$ cat src/rtl/vx_raster_csr_bank.sv
// vx_raster_csr_bank
// Multi-stage texture CSR bank. Each stage owns a shadow set (CSR writes land
// here) and an active set (driven to the sampler). A commit waits until all
// in-flight sampler requests have retired, then copies every shadow set into
// its active set on a single edge.
//
// Ports
//   clk, reset                  clock, synchronous active-high reset
//   csr_wr_valid/stage/addr/data CSR write into the shadow sets
//   csr_rd_stage/addr, csr_rd_data  registered debug read of shadow (1 cycle)
//   commit_valid/ready, commit_done commit handshake, done pulses on copy cycle
//   req_fire, req_ready, rsp_fire   sampler request tracking
//   pending_cnt                 in-flight request count
//   active_csrs                 active sets, stage 0 in the LSBs
//
// Per-stage set layout (LSB first):
//   baddr[ADDR_BITS] | format | filter | wrap u,v | logdim u,v | mipoff[0..LOD_MAX]
//
// Address map: 0 baddr, 1 format, 2 filter, 3 wraps {v,u}, 4 logdims {v,u},
// 5+i mipoff[i]. Unmapped addresses are ignored on write and read as zero.
//
// state | meaning
// IDLE  | accepting commits and sampler requests
// DRAIN | commit accepted, waiting for pending_cnt==0, copy on that edge

module vx_raster_csr_bank #(
    parameter int NUM_STAGES  = 2,
    parameter int LOD_MAX     = 11,
    parameter int MIPOFF_BITS = 25,
    parameter int LOD_BITS    = 4,
    parameter int WRAP_BITS   = 2,
    parameter int ADDR_BITS   = 32,
    parameter int FORMAT_BITS = 3,
    parameter int FILTER_BITS = 1,
    parameter int MAX_PENDING = 16,
    localparam int CSR_W = (LOD_MAX + 1) * MIPOFF_BITS + 2 * LOD_BITS + 2 * WRAP_BITS
                           + ADDR_BITS + FORMAT_BITS + FILTER_BITS,
    localparam int STAGE_BITS = (NUM_STAGES > 1) ? $clog2(NUM_STAGES) : 1,
    localparam int CNT_BITS   = $clog2(MAX_PENDING + 1)
) (
    input  logic                           clk,
    input  logic                           reset,
    input  logic                           csr_wr_valid,
    input  logic [STAGE_BITS-1:0]          csr_wr_stage,
    input  logic [7:0]                     csr_wr_addr,
    input  logic [31:0]                    csr_wr_data,
    input  logic [STAGE_BITS-1:0]          csr_rd_stage,
    input  logic [7:0]                     csr_rd_addr,
    output logic [31:0]                    csr_rd_data,
    input  logic                           commit_valid,
    output logic                           commit_ready,
    output logic                           commit_done,
    input  logic                           req_fire,
    output logic                           req_ready,
    input  logic                           rsp_fire,
    output logic [CNT_BITS-1:0]            pending_cnt,
    output logic [NUM_STAGES*CSR_W-1:0]    active_csrs
);

    localparam int BADDR_LSB  = 0;
    localparam int FORMAT_LSB = BADDR_LSB + ADDR_BITS;
    localparam int FILTER_LSB = FORMAT_LSB + FORMAT_BITS;
    localparam int WRAP_LSB   = FILTER_LSB + FILTER_BITS;
    localparam int LOG_LSB    = WRAP_LSB + 2 * WRAP_BITS;
    localparam int MIP_LSB    = LOG_LSB + 2 * LOD_BITS;

    typedef enum logic {IDLE, DRAIN} state_t;

    state_t                        state;
    logic [NUM_STAGES*CSR_W-1:0]   shadow_q;
    logic [NUM_STAGES*CSR_W-1:0]   shadow_d;
    logic [NUM_STAGES*CSR_W-1:0]   active_q;
    logic [31:0]                   rd_d;
    logic [CNT_BITS-1:0]           cnt_d;

    function automatic logic [CSR_W-1:0] apply_wr(input logic [CSR_W-1:0] cur,
                                                  input logic [7:0]       addr,
                                                  input logic [31:0]      data);
        logic [CSR_W-1:0] nxt;
        nxt = cur;
        case (addr)
            8'd0: nxt[BADDR_LSB +: ADDR_BITS]    = data[ADDR_BITS-1:0];
            8'd1: nxt[FORMAT_LSB +: FORMAT_BITS] = data[FORMAT_BITS-1:0];
            8'd2: nxt[FILTER_LSB +: FILTER_BITS] = data[FILTER_BITS-1:0];
            8'd3: nxt[WRAP_LSB +: 2*WRAP_BITS]   = data[2*WRAP_BITS-1:0];
            8'd4: nxt[LOG_LSB +: 2*LOD_BITS]     = data[2*LOD_BITS-1:0];
            default: begin
                for (int i = 0; i <= LOD_MAX; i++) begin
                    if (addr == 8'(5 + i))
                        nxt[MIP_LSB + i*MIPOFF_BITS +: MIPOFF_BITS] = data[MIPOFF_BITS-1:0];
                end
            end
        endcase
        return nxt;
    endfunction

    function automatic logic [31:0] rd_field(input logic [CSR_W-1:0] cur,
                                             input logic [7:0]       addr);
        logic [31:0] val;
        val = '0;
        case (addr)
            8'd0: val = 32'(cur[BADDR_LSB +: ADDR_BITS]);
            8'd1: val = 32'(cur[FORMAT_LSB +: FORMAT_BITS]);
            8'd2: val = 32'(cur[FILTER_LSB +: FILTER_BITS]);
            8'd3: val = 32'(cur[WRAP_LSB +: 2*WRAP_BITS]);
            8'd4: val = 32'(cur[LOG_LSB +: 2*LOD_BITS]);
            default: begin
                for (int i = 0; i <= LOD_MAX; i++) begin
                    if (addr == 8'(5 + i))
                        val = 32'(cur[MIP_LSB + i*MIPOFF_BITS +: MIPOFF_BITS]);
                end
            end
        endcase
        return val;
    endfunction

    // Reads and the commit copy both see the post-edge shadow, so a write in
    // the same cycle is visible to them.
    always_comb begin
        shadow_d = shadow_q;
        rd_d     = '0;
        if (csr_wr_valid) begin
            for (int s = 0; s < NUM_STAGES; s++) begin
                if (csr_wr_stage == STAGE_BITS'(s))
                    shadow_d[s*CSR_W +: CSR_W] = apply_wr(shadow_q[s*CSR_W +: CSR_W],
                                                          csr_wr_addr, csr_wr_data);
            end
        end
        for (int s = 0; s < NUM_STAGES; s++) begin
            if (csr_rd_stage == STAGE_BITS'(s))
                rd_d = rd_field(shadow_d[s*CSR_W +: CSR_W], csr_rd_addr);
        end
    end

    always_comb begin
        cnt_d = pending_cnt;
        if (req_fire && !rsp_fire)
            cnt_d = pending_cnt + CNT_BITS'(1);
        else if (rsp_fire && !req_fire && pending_cnt != '0)
            cnt_d = pending_cnt - CNT_BITS'(1);
    end

    always_ff @(posedge clk) begin
        if (reset) begin
            state       <= IDLE;
            shadow_q    <= '0;
            active_q    <= '0;
            pending_cnt <= '0;
            csr_rd_data <= '0;
        end else begin
            assert (!(rsp_fire && pending_cnt == '0));
            assert (!(req_fire && !req_ready));
            shadow_q    <= shadow_d;
            csr_rd_data <= rd_d;
            pending_cnt <= cnt_d;
            case (state)
                IDLE: begin
                    if (commit_valid)
                        state <= DRAIN;
                end
                DRAIN: begin
                    if (pending_cnt == '0) begin
                        active_q <= shadow_d;
                        state    <= IDLE;
                    end
                end
                default: state <= IDLE;
            endcase
        end
    end

    assign commit_ready = (state == IDLE);
    assign commit_done  = (state == DRAIN) && (pending_cnt == '0);
    assign req_ready    = (state == IDLE) && (pending_cnt < CNT_BITS'(MAX_PENDING));
    assign active_csrs  = active_q;

endmodule

$ cat config.mk
export PLATFORM = sky130hd
export DESIGN_NAME = vx_raster_csr_bank
export DESIGN_NICKNAME = d
export VERILOG_FILES = /design/src/rtl/vx_raster_csr_bank.sv
export SDC_FILE = /design/constraint.sdc
export NUM_CORES = 2
export LEC_CHECK = 0
export CAP_MARGIN = 0
export CORE_AREA = 2 2 315 317
export DETAILED_ROUTE_END_ITERATION = 6
export DIE_AREA = 0 0 317 319
export PLACE_DENSITY = 0.79
export SYNTH_ARGS = -nofsm -noshare
export SYNTH_HDL_FRONTEND = slang
export SYNTH_SLANG_ARGS = --single-unit
export TNS_END_PERCENT = 1
$ cat constraint.sdc
create_clock -name clk -period 5 [get_ports clk]
set_input_delay 1.25 -clock clk [delete_from_list [all_inputs] [get_ports clk]]
set_output_delay 1.25 -clock clk [all_outputs]
set_load 0.005 [all_outputs]
; Yosys cells after proc, flatten, opt, wreduce, memory -nomap -nowiden
; Cells that the tools add are included.
[classes]
eq_ne = 32
add_sub_neg = 2
n_reduce_logical = 14
shifts = 0
div = 0
n_lt_le_gt_ge = 1
n_mux = 71
bitwise_logic = 1
multipliers = 0
[op_table]
columns = operator, count
row1 = $mux W32, 25
row2 = $mux W348, 2
row3 = $mux W696, 1
row4 = $mux W25, 26
row5 = $mux W300, 2
row6 = $pmux W32 S5, 2
row7 = $eq A8 B4 Y1 const B, 16
row8 = $eq A8 B3 Y1 const B, 8
row9 = $eq A8 B2 Y1 const B, 4
row10 = $eq A8 B1 Y1 const B, 2
row11 = $eq A8 B5 Y1 const B, 2
row12 = $logic_not A8 Y1, 2
row13 = $mux W8, 2
row14 = $mux W5, 2
row15 = $mux W4, 2
row16 = $mux W3, 2
row17 = $add A5 B1 Y5 const B, 1
row18 = $logic_and A1 B1 Y1, 5
row19 = $logic_not A5 Y1, 1
row20 = $lt A5 B5 Y1 const B, 1
row21 = $reduce_bool A5 Y1, 1
row22 = $reduce_or A5 Y1, 1
row23 = $sub A5 B1 Y5 const B, 1
row24 = $mux W1, 4
row25 = 5 further kinds, 6
[totals]
mem_count = 0
mem_bits_ro = 0
inputBits = 56
register_bits = 1430
ramBits = 0
latchBits = 0

; Logic depth before layout (Yosys ltp)
[logic_depth]
ltp_word = 19
depth_mapped = 13
depth_no_buf = 8

; Worst setup path after synthesis
; OpenSTA, ideal clock, no wires.
[synth_timing]
path_kind = input to register
start = input csr_wr_addr[5]
end = register csr_rd_data[6]
required_time_ns = 4.864
arrival_ns = 3.713
path_stages = 10
setup_slack_ns = 1.151
cell_sequence = or4_1 > buf_6 > buf_6 > nor3_4 > mux2i_1 > o22ai_1 > nor4_1 > o221ai_1 > a2111oi_0 > a211oi_1
[synth_between]
elab_chain_len = 19
word_cells_on_any_way = 78
classes_between = eq/ne: 16 / mux: 60 / reduce/logical: 2
[synth_lines]
columns = element, line
row1 = "start, declared", 45  ; input logic [7:0] csr_wr_addr,
row2 = "$eq A8 B3 Y1, or another cell as far along", 81  ; case (addr)
row3 = $reduce_or A5 Y1 (no source line) or $mux W25 (tied branches), -
row4 = $mux W300, 81
row5 = $mux W348, 124  ; if (csr_wr_stage == STAGE_BITS'(s))
row6 = $mux W696 (*), 122  ; if (csr_wr_valid) begin
row7 = $mux W25, 109  ; if (addr == 8'(5 + i))
row8 = $mux W32 (11 in series), 109
row9 = $pmux W32 S5, 101  ; case (addr)
row10 = $mux W32 (*), 130  ; if (csr_rd_stage == STAGE_BITS'(s))
row11 = "end signal, assigned", 154  ; csr_rd_data <= rd_d;
row12 = "end, declared", 49  ; output logic [31:0] csr_rd_data,
; Every way passes the cells marked *; elsewhere a longest branch is shown, timed or not.
; A chain may end at the register's enable or synchronous reset.

; Worst setup path after layout
[layout_timing]
start = input csr_wr_addr[5]
end = register csr_rd_data[11]
; Same word-level chain as after synthesis.

==> results.tsv <==
stage	metric	value	unit
synth	fraction of registers with async set/reset	0	
die	Vert. Die Dim	319	µm
global_routing	largest net degree at the start of global routing	243	
timing	min cycle time layout	4590	ps
route	post-route ant nets	0	
timing	Final Hold Fails	0	
worst_hold_path	worst hold path type	reg -> reg	
worst_setup_path	crit path launch type	input pin	
finish	final cell count without fillers	7572	
synth	synth unique cells	72	
die	Starting Density	0.537	
die	row count	115	
route	Initial DRT Pass Iterations	7	
die	Core Area	97700	µm²
finish	fin nets	6214	
clock_network	CTS tree	yes	
synth	average cell area after synthesis	10.0	µm²
finish	area used by multi-input combinational logic	21900	µm²
synth	most frequent cell after synthesis	dfxtp_1	
global_routing	antenna violations before repair	23	
power	Lkg Pwr	29.5	nW
timing	RSZ-0062 raised after global routing	false	
synth	Yosys top cell by area	dfxtp_1	
worst_setup_path	R2R Path Start	pending_cnt[0]$_SDFFE_PP0P_	
timing	Max Clock Freq	218	MHz
die	io pins	792	
worst_setup_path	CP Capture Type	flip-flop	
clock_network	clock sinks	1430	
worst_setup_path	CP arrival	5250	ps
synth	register area share after synthesis	0.546	
timing	Final Skew	21.0	ps
synth	Cells after Synth	5221	
power	PwrDens	438	nW/µm²
synth	Post-Syn Nets	5281	
placement	Cell Count Post-Placement	7292	
clock_network	Clock H-tree levels	4	
clock_network	Skew-Pair Late Insertion Delay	770	ps
job	max cap viols	0	
global_routing	vias in the first global route	44700	
synth	Synth Flop Type	dfxtp_1	
placement	port bufs	791	
timing	Final Max Slew Viols	0	
route	Routed WL	240	mm
placement	GP Congestion	0.996	
finish	FF/Latch Area	28600	µm²
outcome	status	completed	
synth	Post-synth EDFFs	0	
timing	Worst Max-Slew Pin Slew	1410	ps
placement	Detailed Place HPWL	173	mm
global_routing	total track usage	0.457	
synth	commonest cells in the netlist	dfxtp_1 (1430), nor2_1 (1149), mux2i_1 (702)	
clock_network	deepest clock path buffer count	3	
synth	synthesized area	52400	µm²
timing	Fin Hold WS	479	ps
finish	Fillers	7343	
timing	Setup-failing EPs final	0	
clock_network	Root Buffer	clkbuf_16	
finish	layout cells sized above 1	0.126	
global_routing	first-pass GRT wire length	331	mm
synth	Yosys warnings	0	
global_routing	grt total ovfl	0	
synth	#FFs+latches synth	1430	
timing	period utilisation layout	0.918	
timing	slew margin rel.	0.0558	
clock_network	Reg clk slew, reported paths	60	ps
clock_network	post-CTS setup buffers	0	
route	Vias/cell	6.33	
worst_setup_path	Setup CP Type	in -> reg	
route	wire length per cell	31.7	µm
synth	post-synth top area share	0.546	
worst_hold_path	HP Start	active_csrs[285]$_SDFFE_PP0P_	
route	DRC errors left	0	
finish	Layout area overhead	33.0	%
worst_setup_path	Worst EP required	5660	ps
power	Worst VDD drop	0.000394	V
clock_network	CTS hold repair buffers	0	
synth	top cells by area, synth	dfxtp_1 (55%), mux2i_1 (13%), nor2_1 (8.2%), o22a_1 (6.4%), a211oi_1 (4.8%)	
die	Die Wd	317	µm
worst_setup_path	CP Max Fanout	20	
clock_network	post-CTS sizing	0	
route	DR iter-0 viols	6212	
clock_network	Num CTS Buffers	147	
die	die area	101000	µm²
route	DR vias	47900	
worst_setup_path	Crit. Startpoint	csr_wr_addr[5]	
critical path, stage by stage:
cell             delay [ps]
clkdlybuf4s50_1         450
or4_1                   610
buf_12                  200
nor3b_2                 280
buf_4                   220
buf_12                  220
mux2i_1                 440
o22ai_1                 120
nor3_1                  670
buf_4                   240
a21oi_1                  70
nor4_1                  210
buf_4                   180
nor2_1                   40
where the power goes:
| group | internal, W | switching, W | total [W] | leakage, nW |
|---|---|---|---|---|
| clock network | 0.00707 | 0.00470 | 0.0118 | 2.56 |
| registers | 0.0126 | 0.000777 | 0.0133 | 11.6 |
| logic | 0.00290 | 0.00254 | 0.00544 | 15.4 |
metrics by stage:
step / setup TNS, ps / cell area (µm²) / power (W) / util / setup WS (ps)
after floorplan: 0 / 52400 / 0.0155 / - / 1150
after global placement: -453 / 64500 / 0.0188 / 0.660 / -200
after detailed placement: -477 / 64500 / 0.0189 / 0.661 / -172
after CTS: 0 / 69700 / 0.0305 / 0.714 / 594
after global routing: 0 / 69800 / 0.0314 / 0.714 / 411
final: 0 / 69800 / 0.0305 / 0.714 / 409
layout by cell type, fill, tap and decap left out, types with 39 or more instances in the layout:
master,n
o22a_1,383
buf_12,61
clkbuf_16,154
clkdlybuf4s50_1,783
nor3_1,39
nor2_1,1144
dfxtp_1,1430
nand2_1,52
o21ai_0,81
o22ai_1,181
buf_4,438
a211oi_1,337
mux2i_1,702
a21oi_1,65
worst paths after layout:
path,to,slack [ps],cells past startpoint
max,csr_rd_data[11]$_SDFF_PP0_,410,14
min,active_csrs[285]$_SDFFE_PP0P_,480,1
max reg2reg,active_csrs[156]$_SDFFE_PP0P_,1230,6
min reg2reg,active_csrs[285]$_SDFFE_PP0P_,480,1
per-layer routing:
layer,track usage,vias to the layer above,part of all wire
met1,0.574,23400,0.38
met2,0.681,3179,0.43
li1,-,20600,-
met4,0.287,28,0.072
met3,0.141,738,0.12
met5,0,-,0.00083
cells by family after synthesis:
kind of cell,count (synthesis),share of synthesized area
compound gates,1196,0.170
flops,1430,0.546
simple gates,1370,0.108
fa+ha+maj,5,0.00129
buf+inv,512,0.0399
mux,704,0.134
xor+xnor,4,0.000668
state kept, by name, indices dropped and copies added, names as in the netlist:
name,count
active_csrs,696
shadow_q,696
csr_rd_data,32
pending_cnt,5
state,1
final cells by class:
| class | count | share of cell area |
|---|---|---|
| Antenna cell | 12 | 0.000430 |
| Clock buffer | 223 | 0.0641 |
| Clock inverter | 45 | 0.0104 |
| Inverter | 5 | 0.000269 |
| Multi-Input combinational cell | 3279 | 0.313 |
| Sequential cell | 1430 | 0.410 |
| Tap cell | 1287 | 0.0231 |
| Timing Repair Buffer | 1291 | 0.178 |
No activity file was read; power rests on OpenSTA's default activity.
